**config.mk**
```make
export PLATFORM = sky130hd
export DESIGN_NAME = fma_operand_classify_flat
export DESIGN_NICKNAME = d
export VERILOG_FILES = /design/src/rtl/fma_operand_classify_if.sv /design/src/rtl/fma_operand_classify.sv /design/src/flat_wrapper.sv
export SDC_FILE = /design/constraint.sdc
export NUM_CORES = 1
export LEC_CHECK = 0
export CAP_MARGIN = 20
export CORE_AREA = 2 2 84 86
export CTS_BUF_LIST = sky130_fd_sc_hd__clkbuf_4
export CTS_CLUSTER_DIAMETER = 40
export DETAILED_ROUTE_END_ITERATION = 16
export DIE_AREA = 0 0 86 88
export DONT_BUFFER_PORTS = 1
export PLACE_DENSITY_LB_ADDON = 0.15
export SLEW_MARGIN = 20
export SYNTH_ARGS = -nofsm -noshare
export SYNTH_HDL_FRONTEND = slang
export SYNTH_SLANG_ARGS = --single-unit
```
**constraint.sdc**
```tcl
create_clock -name clk -period 1.86 [get_ports clk]
set_clock_uncertainty 0.15 [all_clocks]
set_input_delay 0.465 -clock clk [delete_from_list [all_inputs] [get_ports clk]]
set_output_delay 0.465 -clock clk [all_outputs]
set_load 0.02 [all_outputs]
```
**src/rtl/fma_operand_classify_if.sv**
```systemverilog
// ---------------------------------------------------------------------------
// fma_operand_classify_if
// Handshake and data bundle for the FMA operand classifier.
//   upstream   : in_valid / in_ready, operands x, y, z, rounding mode frm
//   downstream : out_valid / out_ready, per-operand sign/inf/zero bits and the
//                combined nan/inf/invalid/killprod/rm flags
// The slave modport is the classifier's view; the master modport is the
// producer/consumer pair that surrounds it.
// ---------------------------------------------------------------------------
interface fma_operand_classify_if #(
   parameter int FLEN = 64
);
   logic            in_valid;
   logic            in_ready;
   logic [FLEN-1:0] x;
   logic [FLEN-1:0] y;
   logic [FLEN-1:0] z;
   logic [2:0]      frm;
   logic            out_valid;
   logic            out_ready;
   logic            xsign, ysign, zsign;
   logic            xinf,  yinf,  zinf;
   logic            xzero, yzero, zzero;
   logic            nan, inf, invalid, killprod, rm;

   modport slave (
      input  in_valid, x, y, z, frm, out_ready,
      output in_ready, out_valid,
      output xsign, ysign, zsign, xinf, yinf, zinf, xzero, yzero, zzero,
      output nan, inf, invalid, killprod, rm
   );

   modport master (
      output in_valid, x, y, z, frm, out_ready,
      input  in_ready, out_valid,
      input  xsign, ysign, zsign, xinf, yinf, zinf, xzero, yzero, zzero,
      input  nan, inf, invalid, killprod, rm
   );
endinterface

```
**src/rtl/fma_operand_classify.sv**
```systemverilog
// ---------------------------------------------------------------------------
// fma_operand_classify
// Two-stage elastic pipeline that classifies the three FMA operands
// (x*y + z) and produces the special-case flags used by the FMA sign/special
// stage.
//   S1 : registers per-operand sign and raw class bits (inf, nan, snan, zero)
//        plus the round-toward-minus-infinity indication.
//   S2 : registers every output, including the combined nan/inf/invalid/
//        killprod flags derived from the S1 class bits.
// Ports:
//   clk   - clock, rising edge
//   reset - asynchronous, active-high; clears valids and all data registers
//   flush - synchronous kill of both stages; blocks acceptance that cycle
//   io    - slave side of fma_operand_classify_if (handshake + data)
// ---------------------------------------------------------------------------
module fma_operand_classify #(
   parameter int FLEN = 64
) (
   input  logic                    clk,
   input  logic                    reset,
   input  logic                    flush,
   fma_operand_classify_if.slave   io
);
   localparam int EXP_MSB  = FLEN - 2;   // 62 for binary64
   localparam int FRAC_W   = 52;
   localparam int EXP_LSB  = FRAC_W;

   typedef struct packed {
      logic sign;
      logic inf;
      logic nan;
      logic snan;
      logic zero;
   } opcls_t;

   typedef struct packed {
      logic xsign, ysign, zsign;
      logic xinf,  yinf,  zinf;
      logic xzero, yzero, zzero;
      logic nan, inf, invalid, killprod, rm;
   } res_t;

   // Subnormals have a zero exponent but a nonzero fraction, so they fall
   // out of every class here (not zero, not inf, not nan).
   function automatic opcls_t classify(input logic [FLEN-1:0] v);
      opcls_t c;
      logic   e_ones, e_zero, f_nz;
      e_ones = &v[EXP_MSB:EXP_LSB];
      e_zero = ~|v[EXP_MSB:EXP_LSB];
      f_nz   = |v[FRAC_W-1:0];
      c.sign = v[FLEN-1];
      c.inf  = e_ones & ~f_nz;
      c.nan  = e_ones &  f_nz;
      c.snan = e_ones &  f_nz & ~v[FRAC_W-1];  // quiet bit clear
      c.zero = e_zero & ~f_nz;
      return c;
   endfunction

   logic   s1_v, s2_v;
   logic   s1_adv, s2_adv;
   opcls_t s1_x_q, s1_y_q, s1_z_q;
   opcls_t s1_x_d, s1_y_d, s1_z_d;
   logic   s1_rm_q, s1_rm_d;
   res_t   s2_q, s2_d;

   // Handshake: a stage advances when it is empty or the stage after it
   // advances. Flush forces in_ready low so nothing is accepted that cycle.
   assign s2_adv      = ~s2_v | io.out_ready;
   assign s1_adv      = ~s1_v | s2_adv;
   assign io.in_ready = s1_adv & ~flush;

   // ---------------- S1 next-state ----------------
   always_comb begin
      s1_x_d  = classify(io.x);
      s1_y_d  = classify(io.y);
      s1_z_d  = classify(io.z);
      s1_rm_d = (io.frm == 3'b010);
   end

   // ---------------- S2 next-state (combined flags) ----------------
   always_comb begin
      logic nan_c, prodinv, pinf, invalid_c;
      nan_c     = s1_x_q.nan | s1_y_q.nan | s1_z_q.nan;
      prodinv   = (s1_x_q.inf & s1_y_q.zero) | (s1_x_q.zero & s1_y_q.inf);
      pinf      = (s1_x_q.inf | s1_y_q.inf) & ~s1_x_q.nan & ~s1_y_q.nan & ~prodinv;
      // inf - inf: infinite product added to an opposite-signed infinite addend
      invalid_c = s1_x_q.snan | s1_y_q.snan | s1_z_q.snan | prodinv |
                  (pinf & s1_z_q.inf & ~s1_z_q.nan &
                   (s1_x_q.sign ^ s1_y_q.sign ^ s1_z_q.sign));

      s2_d          = '0;
      s2_d.xsign    = s1_x_q.sign;
      s2_d.ysign    = s1_y_q.sign;
      s2_d.zsign    = s1_z_q.sign;
      s2_d.xinf     = s1_x_q.inf;
      s2_d.yinf     = s1_y_q.inf;
      s2_d.zinf     = s1_z_q.inf;
      s2_d.xzero    = s1_x_q.zero;
      s2_d.yzero    = s1_y_q.zero;
      s2_d.zzero    = s1_z_q.zero;
      s2_d.nan      = nan_c;
      s2_d.invalid  = invalid_c;
      s2_d.inf      = (s1_x_q.inf | s1_y_q.inf | s1_z_q.inf) & ~nan_c & ~invalid_c;
      s2_d.killprod = s1_x_q.zero | s1_y_q.zero;
      s2_d.rm       = s1_rm_q;
   end

   // ---------------- pipeline registers ----------------
   // Flush only kills the valid bits; data left behind is never presented
   // because out_valid is low, and it is overwritten by the next load.
   always_ff @(posedge clk or posedge reset) begin
      if (reset) begin
         s1_v    <= 1'b0;
         s2_v    <= 1'b0;
         s1_x_q  <= '0;
         s1_y_q  <= '0;
         s1_z_q  <= '0;
         s1_rm_q <= 1'b0;
         s2_q    <= '0;
      end else if (flush) begin
         s1_v <= 1'b0;
         s2_v <= 1'b0;
      end else begin
         if (s1_adv) s1_v <= io.in_valid;
         if (s1_adv && io.in_valid) begin
            s1_x_q  <= s1_x_d;
            s1_y_q  <= s1_y_d;
            s1_z_q  <= s1_z_d;
            s1_rm_q <= s1_rm_d;
         end
         if (s2_adv) s2_v <= s1_v;
         if (s2_adv && s1_v) s2_q <= s2_d;
      end
   end

   // ---------------- outputs, straight from S2 ----------------
   assign io.out_valid = s2_v;
   assign io.xsign     = s2_q.xsign;
   assign io.ysign     = s2_q.ysign;
   assign io.zsign     = s2_q.zsign;
   assign io.xinf      = s2_q.xinf;
   assign io.yinf      = s2_q.yinf;
   assign io.zinf      = s2_q.zinf;
   assign io.xzero     = s2_q.xzero;
   assign io.yzero     = s2_q.yzero;
   assign io.zzero     = s2_q.zzero;
   assign io.nan       = s2_q.nan;
   assign io.inf       = s2_q.inf;
   assign io.invalid   = s2_q.invalid;
   assign io.killprod  = s2_q.killprod;
   assign io.rm        = s2_q.rm;
endmodule

```
**src/flat_wrapper.sv**
```systemverilog
// flat-port wrapper written by rule: the top's interface ports become plain ports
module fma_operand_classify_flat 
#(
   parameter int FLEN = 64
)
  (clk, reset, flush, io_in_valid, io_x, io_y, io_z, io_frm, io_out_ready, io_in_ready, io_out_valid, io_xsign, io_ysign, io_zsign, io_xinf, io_yinf, io_zinf, io_xzero, io_yzero, io_zzero, io_nan, io_inf, io_invalid, io_killprod, io_rm);
  fma_operand_classify_if #(.FLEN(FLEN)) io_i ();
  input  logic clk;
  input  logic reset;
  input  logic flush;
  input wire logic [$bits(io_i.in_valid)-1:0] io_in_valid;
  input wire logic [$bits(io_i.x)-1:0] io_x;
  input wire logic [$bits(io_i.y)-1:0] io_y;
  input wire logic [$bits(io_i.z)-1:0] io_z;
  input wire logic [$bits(io_i.frm)-1:0] io_frm;
  input wire logic [$bits(io_i.out_ready)-1:0] io_out_ready;
  output wire logic [$bits(io_i.in_ready)-1:0] io_in_ready;
  output wire logic [$bits(io_i.out_valid)-1:0] io_out_valid;
  output wire logic [$bits(io_i.xsign)-1:0] io_xsign;
  output wire logic [$bits(io_i.ysign)-1:0] io_ysign;
  output wire logic [$bits(io_i.zsign)-1:0] io_zsign;
  output wire logic [$bits(io_i.xinf)-1:0] io_xinf;
  output wire logic [$bits(io_i.yinf)-1:0] io_yinf;
  output wire logic [$bits(io_i.zinf)-1:0] io_zinf;
  output wire logic [$bits(io_i.xzero)-1:0] io_xzero;
  output wire logic [$bits(io_i.yzero)-1:0] io_yzero;
  output wire logic [$bits(io_i.zzero)-1:0] io_zzero;
  output wire logic [$bits(io_i.nan)-1:0] io_nan;
  output wire logic [$bits(io_i.inf)-1:0] io_inf;
  output wire logic [$bits(io_i.invalid)-1:0] io_invalid;
  output wire logic [$bits(io_i.killprod)-1:0] io_killprod;
  output wire logic [$bits(io_i.rm)-1:0] io_rm;
  assign io_i.in_valid = io_in_valid;
  assign io_i.x = io_x;
  assign io_i.y = io_y;
  assign io_i.z = io_z;
  assign io_i.frm = io_frm;
  assign io_i.out_ready = io_out_ready;
  assign io_in_ready = io_i.in_ready;
  assign io_out_valid = io_i.out_valid;
  assign io_xsign = io_i.xsign;
  assign io_ysign = io_i.ysign;
  assign io_zsign = io_i.zsign;
  assign io_xinf = io_i.xinf;
  assign io_yinf = io_i.yinf;
  assign io_zinf = io_i.zinf;
  assign io_xzero = io_i.xzero;
  assign io_yzero = io_i.yzero;
  assign io_zzero = io_i.zzero;
  assign io_nan = io_i.nan;
  assign io_inf = io_i.inf;
  assign io_invalid = io_i.invalid;
  assign io_killprod = io_i.killprod;
  assign io_rm = io_i.rm;
  fma_operand_classify #(.FLEN(FLEN)) u_core (.clk(clk), .reset(reset), .flush(flush), .io(io_i));
endmodule
```
==> results of run 1 <==
-- layout by cell type, fill, tap and decap left out, drive strengths merged, types with 3 or more instances in the layout --
cell	count
o21ai	6
o31ai	5
nor4	49
nand4	12
dfrtp	32
inv	3
nand3	10
nand2	24
and3	7
clkbuf	5
a22o	7
mux2	11
clkinv	3
buf	8
nor2	12
nor3	4
-- synthesized netlist by cell type, types with 2 or more instances --
| cell | count | area [sq um] |
|---|---|---|
| mux2_4 | 4 | 60.1 |
| o31ai_1 | 5 | 37.5 |
| inv_1 | 3 | 11.3 |
| o21ai_0 | 6 | 30.0 |
| dfrtp_1 | 32 | 801 |
| nor3_1 | 4 | 20.0 |
| nand4_1 | 12 | 75.1 |
| nor4_4 | 3 | 63.8 |
| nor4_2 | 12 | 150 |
| nand3_1 | 10 | 50.1 |
| a22o_1 | 7 | 61.3 |
| and3_1 | 7 | 43.8 |
| buf_6 | 2 | 22.5 |
| mux2_2 | 7 | 78.8 |
| nand2_1 | 24 | 90.1 |
| nor2_1 | 12 | 45.0 |
| nor4_1 | 34 | 213 |
-- power by group --
part	total [uW]	internal (uW)	switching [uW]
clock network	367	138	228
logic	142	79.3	62.9
registers	780	728	52.3
-- cells by family after synthesis --
group | count (synthesis) | share of synthesized area [%]
and+or+nand+nor | 121 | 40.1
AOI/OAI and AO/OA | 21 | 7.82
buffers and inverters | 7 | 2.21
DFF | 32 | 41.7
muxes | 11 | 7.23
xor gates and xnor gates | 2 | 0.912
-- flip-flops by register name, indices dropped and copies added (netlist names) --
name                 flops
u_core.s1_x_q            5
u_core.s1_y_q            5
u_core.s1_z_q            5
u_core.io.inf            1
u_core.io.invalid        1
u_core.io.killprod       1
u_core.io.nan            1
u_core.io.out_valid      1
u_core.io.rm             1
u_core.io.xinf           1
u_core.io.xsign          1
u_core.io.xzero          1
u_core.io.yinf           1
u_core.io.ysign          1
u_core.io.yzero          1
u_core.io.zinf           1
u_core.io.zsign          1
u_core.io.zzero          1
u_core.s1_rm_q           1
u_core.s1_v              1
-- metal layers --
| layer | track usage [%] | share of wire [%] | up-vias |
|---|---|---|---|
| met1 | 19.0 | 42 | 825 |
| met5 | 0 | 0 | - |
| li1 | - | - | 801 |
| met2 | 23.3 | 49 | 96 |
| met3 | 3.39 | 6.6 | 8 |
| met4 | 5.92 | 1.9 | 0 |
-- area by class of cell --
class / instances / area [sq um]
Multi-Input combinational cell: 155 / 1080
Clock buffer: 5 / 37.5
Sequential cell: 32 / 801
Clock inverter: 3 / 13.8
Tap cell: 80 / 100
Inverter: 3 / 11.3
Timing Repair Buffer: 9 / 82.6
Fill cell: 687 / 4510
-- worst min path at each step --
stage / from / depth (start not counted) / slack (ps) / endpoint
after CTS: flush / 1 / 20 / u_core.io.out_valid
after global routing: flush / 1 / 6 / u_core.io.out_valid
final: flush / 1 / 40 / u_core.io.out_valid
after floorplan: u_core.s1_rm_q / 2 / 290 / u_core.s1_rm_q
after global placement: u_core.s1_rm_q / 2 / 310 / u_core.s1_rm_q
after detailed placement: u_core.s1_rm_q / 2 / 310 / u_core.s1_rm_q
-- stage by stage --
step	area, sq um	instances	hold WS (ps)
2_1_floorplan	1920	194	289
3_3_place_gp	2060	278	307
3_5_place_dp	2060	278	312
4_1_cts	2130	287	24.2
5_1_grt	2130	287	5.87
6_report	2130	287	42.9
-- repair_timing --
item	4_1_cts	5_1_grt
resized for setup	1	1
hold buffers	1	0
hold endpoints to repair	32	0
pin swaps	0	0
endpoints found under the setup margin	1	1
==> metrics, run 1 <==
outcome=completed; Die Wd=86 microns; total clock sinks=32; Slew Limit Fails=0; later-pin clock latency in the skew report=320 ps; Critical Path Sink=io_in_ready; library cells used by synthesis=27; YS warnings=0; period utilization=93.6%; drt total wl=5900 microns; R2R setup slack=180 ps; LEAKAGE=0.000854 uW; sequential share of the synthesized area=41.7%; Layout Utilization=32.1%; syn nets=394; die height=88 microns; critical path required time=1240 ps; RSZ-0062 raised after global routing=false; initial antenna violation count=0; CP max FO=5; TritonCTS clock tree=yes; CP max stage cell=dfrtp_1; Reg-to-Reg End=u_core.io.invalid; main flop type after synthesis=dfrtp_1; row cnt=30; Clock Tree Root=clkbuf_4; boundary pin count=216; Fin. Hold Viols=0; placed wire-length estimate=5120 microns; Remaining DRCs=0; post-route minimum period=1740 ps; Layout area overhead=10.9%; 1st-pass router iterations=5; Setup Buffers After CTS=0; Final nets=406; worst hold-check path type=in -> reg; Starting DRT DRC Count=48; setup violators final=0; worst vdd ir=141 uV; vias in the first global route=1689; clock-pin slew on the worst setup and hold paths=90 ps; Overflow after GRT=0; GRT Total Usage=14.6%; WL/cell=20.6 microns; relative slew slack=57.1%; WP buf/inv=0; CP Cell Sequence=and3_1 -> nor2_4; total power draw=1290 uW; reg2reg start=u_core.s1_x_q[0]; dpl ws=92.7 ps; startpoint class of the critical path=flip-flop; largest net degree at the start of global routing=33; synthesized cell area=1920 sq um; post-synthesis register bit count=32; Ant. Diodes=0; Pwr per Cell Area=605 nW/um^2; Final WS setup=120 ps; post-synthesis async set-or-reset flop share=100%; die area=7570 sq um; WP data arrival=1130 ps; delay-heaviest family, CP=flip-flops; Detail Route Antenna Nets=0; fmax=575 MHz; gpl congestion=0.944; mean area per synthesized cell=9.90 sq um; Post-synth EDFFs=0; vias per cell=6.03; fraction of layout cells with a size suffix above 1=20.3%; WP depth=2; slowest stage delay, CP=430 ps; number of max-cap violations=0; Num CTS Buffers=5; first-pass GRT wire length=8310 microns; Critical Path Start=u_core.io.out_valid; element type at the critical path end=output port; port buffer count=0; core area=6640 sq um; kind of critical path=reg -> out; CTS H-tree lvls=2; worst reg-to-reg path cell count=4; Setup TNS=0 ps; vias after detailed routing=1730; initial core utilization=28.9%; Clock Path Buffers=2; Least-Margin Pin Slew=643 ps; Gate Count Post-Synth=194
Power figures use the tool's default switching activity.
==> run 2: changes to the inputs <==
==> constraint.sdc (replaced) <==
create_clock -name clk -period 1.7 [get_ports clk]
set_clock_uncertainty 0.15 [all_clocks]
set_input_delay 0.425 -clock clk [delete_from_list [all_inputs] [get_ports clk]]
set_output_delay 0.425 -clock clk [all_outputs]
set_load 0.02 [all_outputs]
==> run 2 against run 1 <==
Effect of this change: core utilization is 1.4 points higher; sequential power is 9.1% higher; critical path type unchanged; global-route usage is 0.46 points higher; register-to-register slack worse by 40 ps; largest cell class unchanged.
==> metrics, run 2 (synthesis results as in run 1) <==
Least-Margin Pin Slew=405 ps (-238 ps); Slew Limit Fails=0 (unchanged); relative slew slack=73.0% (+16 points); Starting DRT DRC Count=37 (-23%); drt total wl=5970 microns (+1.1%); P_int=1040 uW (+9.7%); vias per cell=5.79 (-3.9%); Pwr per Cell Area=634 nW/um^2 (+4.7%); slowest stage delay, CP=400 ps (-30 ps); post-route minimum period=1670 ps; WP data arrival=1090 ps (-40 ps); Regs by FF count=u_core.s1_x_q x5, u_core.s1_y_q x5, u_core.s1_z_q x5; RSZ-0062 raised after global routing=true; WL/cell=20.2 microns (-2.0%); TritonCTS clock tree=yes; kind of critical path=reg -> out; row cnt=30 (unchanged); placed wire-length estimate=5130 microns (about the same); 1st-pass router iterations=4 (-1); LEAKAGE=0.000898 uW (+5.1%); setup violators final=0 (unchanged); CP Cell Sequence=and3_4 -> nor2_4 -> buf_6; outcome=completed; port buffer count=0 (unchanged); cell total after placement=282 (+1.4%); clock-pin slew on the worst setup and hold paths=90 ps (about the same); Finished Layout Cells=296 (+3.1%); boundary pin count=216 (unchanged); commonest non-fill, non-tap cell in the layout=nor4_1; fraction of layout cells with a size suffix above 1=22.7% (+2.4 points); initial core utilization=28.9% (unchanged); worst hold-check path type=in -> reg; Final nets=416 (+2.5%); vias after detailed routing=1714 (-0.92%); Detail Route Antenna Nets=0 (unchanged); Fin. Hold Viols=0 (unchanged); Seq pwr share=60.4% (about the same); die height=88 microns (unchanged); core area=6640 sq um (unchanged); initial antenna violation count=0 (unchanged); Hold Slack=28.8 ps (-14.1 ps); worst vdd ir=214 uV (+52%); vias in the first global route=1702 (+0.77%); total power draw=1410 uW (+9.2%); commonest non-fill, non-tap cells in the layout=nor4_1, dfrtp_1, nand2_1; startpoint class of the critical path=flip-flop; Overflow after GRT=0 (unchanged); Logic pwr share=12.0% (+1.0 points); Remaining DRCs=0 (unchanged); Clock Tree Root=clkbuf_4; fmax=599 MHz; gpl congestion=0.882 (-6.6%); Final Cell Area=2220 sq um (+4.3%); largest net degree at the start of global routing=33 (unchanged); die area=7570 sq um (unchanged); first-pass GRT wire length=8520 microns (+2.5%); clock share of power=27.6% (-0.8 points); Ant. Diodes=0 (unchanged); critical path required time=1120 ps (-120 ps); total clock sinks=32 (unchanged); DP Area=2090 sq um (+1.5%); Switching Fraction=26.3% (-0.31 points); CP max FO=2 (-3); period utilization=98.2%; number of max-cap violations=0 (unchanged); Num CTS Buffers=5 (unchanged); Clock Path Buffers=2 (unchanged); later-pin clock latency in the skew report=330 ps (about the same); CP max stage cell=dfrtp_1; GRT Total Usage=15.0% (+0.46 points); sw power=371 uW (+7.9%); CTS H-tree lvls=2 (unchanged); Layout area overhead=15.7%; element type at the critical path end=output port; Die Wd=86 microns (unchanged)
[run 2: repair_timing]
item,CTS,global route
hold endpoints to repair,34,2
hold buffers,2,2
setup endpoints to repair,1,3
gates cloned,0,0
gates resized for setup,4,1
pin swaps,2,2
setup buffers,2,1
[run 2: metrics by stage]
step	setup slack (ps)	utilization (%)	TNS, ps
after CTS	-2.57	32.9	-2.57
after global placement	20.5	31.5	0
after floorplan	126	-	0
after global routing	-26.1	33.4	-26.1
after detailed placement	-37.7	31.5	-37.7
final	30.1	33.4	0
[run 2: power groups by stage]
stage	clock network [uW]	registers [uW]	logic, uW
global placement	0	868	156
detailed placement	0	869	157
floorplan	0	863	124
finish	388	851	169
global route	449	860	191
CTS	408	852	168
[run 2: worst max-delay path, delay by kind of cell, from the launching register on]
kind	cells	cell delay (ps)
flip-flops	1	400
AND/OR/NAND/NOR	2	260
buffers and inverters	1	120
[run 2: final cells by class]
class	count	area, sq um
Timing Repair Buffer	19	169
Clock buffer	5	37.5
Multi-Input combinational cell	155	1100
Clock inverter	2	7.51
Fill cell	693	4420
Sequential cell	32	801
Tap cell	80	100
Inverter	3	11.3
[run 2: metal layers]
metal | global-route usage [%] | up-vias | part of all wire, %
met2 | 23.4 | 91 | 48
met5 | 0 | - | 0
met4 | 6.20 | 0 | 2.8
li1 | - | 817 | -
met3 | 4.15 | 13 | 6.8
met1 | 19.7 | 793 | 42
[run 2: final timing paths]
| path | start | to | slack [ps] | cells after the start |
|---|---|---|---|---|
| worst max-delay path | u_core.io.out_valid | io_in_ready | 30 | 3 |
| worst min-delay path | io_y[51] | u_core.s1_y_q[1] | 30 | 1 |
| worst max register to register | u_core.io.out_valid | u_core.s1_z_q[1] | 140 | 5 |
| worst min register to register | u_core.s1_rm_q | u_core.s1_rm_q | 330 | 2 |
| max in group asynchronous | reset | u_core.io.zzero | 640 | 3 |
| min in group asynchronous | reset | u_core.io.killprod | 470 | 3 |
==> run 3: changes to the inputs <==
--- a/config.mk
+++ b/config.mk
@@ -12,6 +12,7 @@
 export DETAILED_ROUTE_END_ITERATION = 16
 export DIE_AREA = 0 0 86 88
 export DONT_BUFFER_PORTS = 1
+export HOLD_SLACK_MARGIN = 0.15
 export PLACE_DENSITY_LB_ADDON = 0.15
 export SLEW_MARGIN = 20
 export SYNTH_ARGS = -nofsm -noshare
==> run 3 against run 2 <==
Effect of this change: flip-flop and latch count unchanged; core utilization up 1.2 points; design area up 3.6%; hold slack better by 170 ps; critical path type unchanged; fmax up 0.30%; combinational power up 9%.
==> metrics, run 3 (synthesis results as in run 1) <==
TritonCTS clock tree=yes; CP max stage cell=dfrtp_1; Fin. Hold Viols=0 (unchanged); WP data arrival=1090 ps (about the same); port buffer count=0 (unchanged); Die Wd=86 microns (unchanged); post-route minimum period=1660 ps (-4.98 ps); 1st-pass router iterations=4 (unchanged); relative slew slack=72.9% (-0.077 points); DP Area=2090 sq um (unchanged); die area=7570 sq um (unchanged); later-pin clock latency in the skew report=320 ps (about the same); Pwr per Cell Area=616 nW/um^2 (-2.7%); number of max-cap violations=0 (unchanged); CTS H-tree lvls=2 (unchanged); Setup TNS=0 ps (unchanged); drt total wl=6030 microns (+0.99%); WL/cell=19.8 microns (-1.7%); Layout area overhead=19.9%; commonest non-fill, non-tap cells in the layout=nor4_1, dfrtp_1, nand2_1; worst vdd ir=213 uV (-0.49%); setup violators final=0 (unchanged); initial core utilization=28.9% (unchanged); initial antenna violation count=0 (unchanged); core area=6640 sq um (unchanged); outcome=completed; Overflow after GRT=0 (unchanged); worst hold-check path type=in -> reg; Starting DRT DRC Count=55 (+49%); Final nets=424 (+1.9%); row cnt=30 (unchanged); CP Cell Sequence=and3_4 -> nor2_4 -> buf_6; fraction of layout cells with a size suffix above 1=21.9% (-0.81 points); met1 wire length=2560 microns (+1.4%); kind of critical path=reg -> out; placed wire-length estimate=5130 microns (unchanged); Ant. Diodes=0 (unchanged); fmax=601 MHz (+0.30%); critical path required time=1120 ps (about the same); boundary pin count=216 (unchanged); Least-Margin Pin Slew=406 ps (+1.16 ps); die height=88 microns (unchanged); element type at the critical path end=output port; first-pass GRT wire length=8730 microns (+2.4%); total clock sinks=32 (unchanged); Clock Path Buffers=2 (unchanged); largest net degree at the start of global routing=33 (unchanged); Clock Tree Root=clkbuf_4; gpl congestion=0.882 (unchanged); CP max FO=2 (unchanged); Num CTS Buffers=5 (unchanged); RSZ-0062 raised after global routing=true; startpoint class of the critical path=flip-flop; vias per cell=5.74 (-0.87%); GRT Total Usage=15.3% (+0.28 points); LEAKAGE=0.000932 uW (+3.9%); slowest stage delay, CP=390 ps (about the same); Slew Limit Fails=0 (unchanged); period utilization=97.9% (-0.29 points); commonest non-fill, non-tap cell in the layout=nor4_1; R2R setup slack=130 ps (about the same); vias in the first global route=1756 (+3.2%); detailed-routed wire length on met2=2900 microns (+1.0%); Remaining DRCs=0 (unchanged); Regs by FF count=u_core.s1_x_q x5, u_core.s1_y_q x5, u_core.s1_z_q x5; Top Metal Used=met4; Detail Route Antenna Nets=0 (unchanged); WL met3=404 microns (-0.98%); clock-pin slew on the worst setup and hold paths=90 ps (about the same); Layout Utilization=34.7% (+1.2 points); vias after detailed routing=1745 (+1.8%); Final Cell Area=2300 sq um (+3.6%)
[run 3: cell count changes in the layout (fill, tap and decap cells not counted)]
cell,delta
dlygate4sd3_1,+8
[run 3: path summary, 6_finish.rpt]
path                                           from                   to  depth (start not counted)
worst min-delay path                   io_out_ready  u_core.io.out_valid                          3
worst max-delay path            u_core.io.out_valid          io_in_ready                          3
worst min register to register       u_core.s1_rm_q       u_core.s1_rm_q                          2
max in group asynchronous                     reset     u_core.s1_z_q[2]                          3
min in group asynchronous                     reset   u_core.io.killprod                          3
worst max register to register  u_core.io.out_valid     u_core.s1_z_q[1]                          5
[run 3: timing repair]
| action | in CTS | in global routing |
|---|---|---|
| pin swaps | 2 | 2 |
| gates resized for setup | 4 | 1 |
| setup endpoints to repair | 1 | 3 |
| cloned | 0 | 0 |
| hold buffers | 12 | 0 |
| setup buffers | 2 | 1 |
| endpoints found under the hold margin | 41 | 0 |
[run 3: cell type report]
| cell class | count | area [sq um] |
|---|---|---|
| sequential | 32 | 801 |
| tap | 80 | 100 |
| timing repair buffer | 27 | 249 |
| multi-input combinational | 155 | 1100 |
| clock buffer | 5 | 37.5 |
| inverter | 3 | 11.3 |
| clock inverter | 2 | 7.51 |
| fill | 692 | 4340 |
[run 3: worst max-delay path, delay by kind of cell, from the launching register on]
family	cells	cell delay, ps
DFF	1	390
buffers and inverters	1	120
and+or+nand+nor	2	260
[run 3: metal layers]
| metal | up-vias | track usage (%) |
|---|---|---|
| met5 | - | 0 |
| li1 | 832 | - |
| met2 | 91 | 23.9 |
| met3 | 12 | 3.96 |
| met4 | 0 | 6.20 |
| met1 | 810 | 20.2 |
[run 3: where the power goes]
| group | internal, uW | switching (uW) |
|---|---|---|
| Clock | 144 | 239 |
| Combinational | 109 | 75.4 |
| Sequential | 796 | 54.6 |
| Total | 1050 | 369 |
[run 3: stage by stage]
stage | setup WS (ps) | instances | power [uW] | hold slack [ps]
floorplan | 126 | 194 | 987 | 289
global placement | 20.5 | 282 | 1020 | 281
detailed placement | -37.7 | 282 | 1030 | 277
CTS | -2.57 | 303 | 1450 | 178
global route | -26.1 | 304 | 1520 | 219
finish | 35.1 | 304 | 1420 | 203
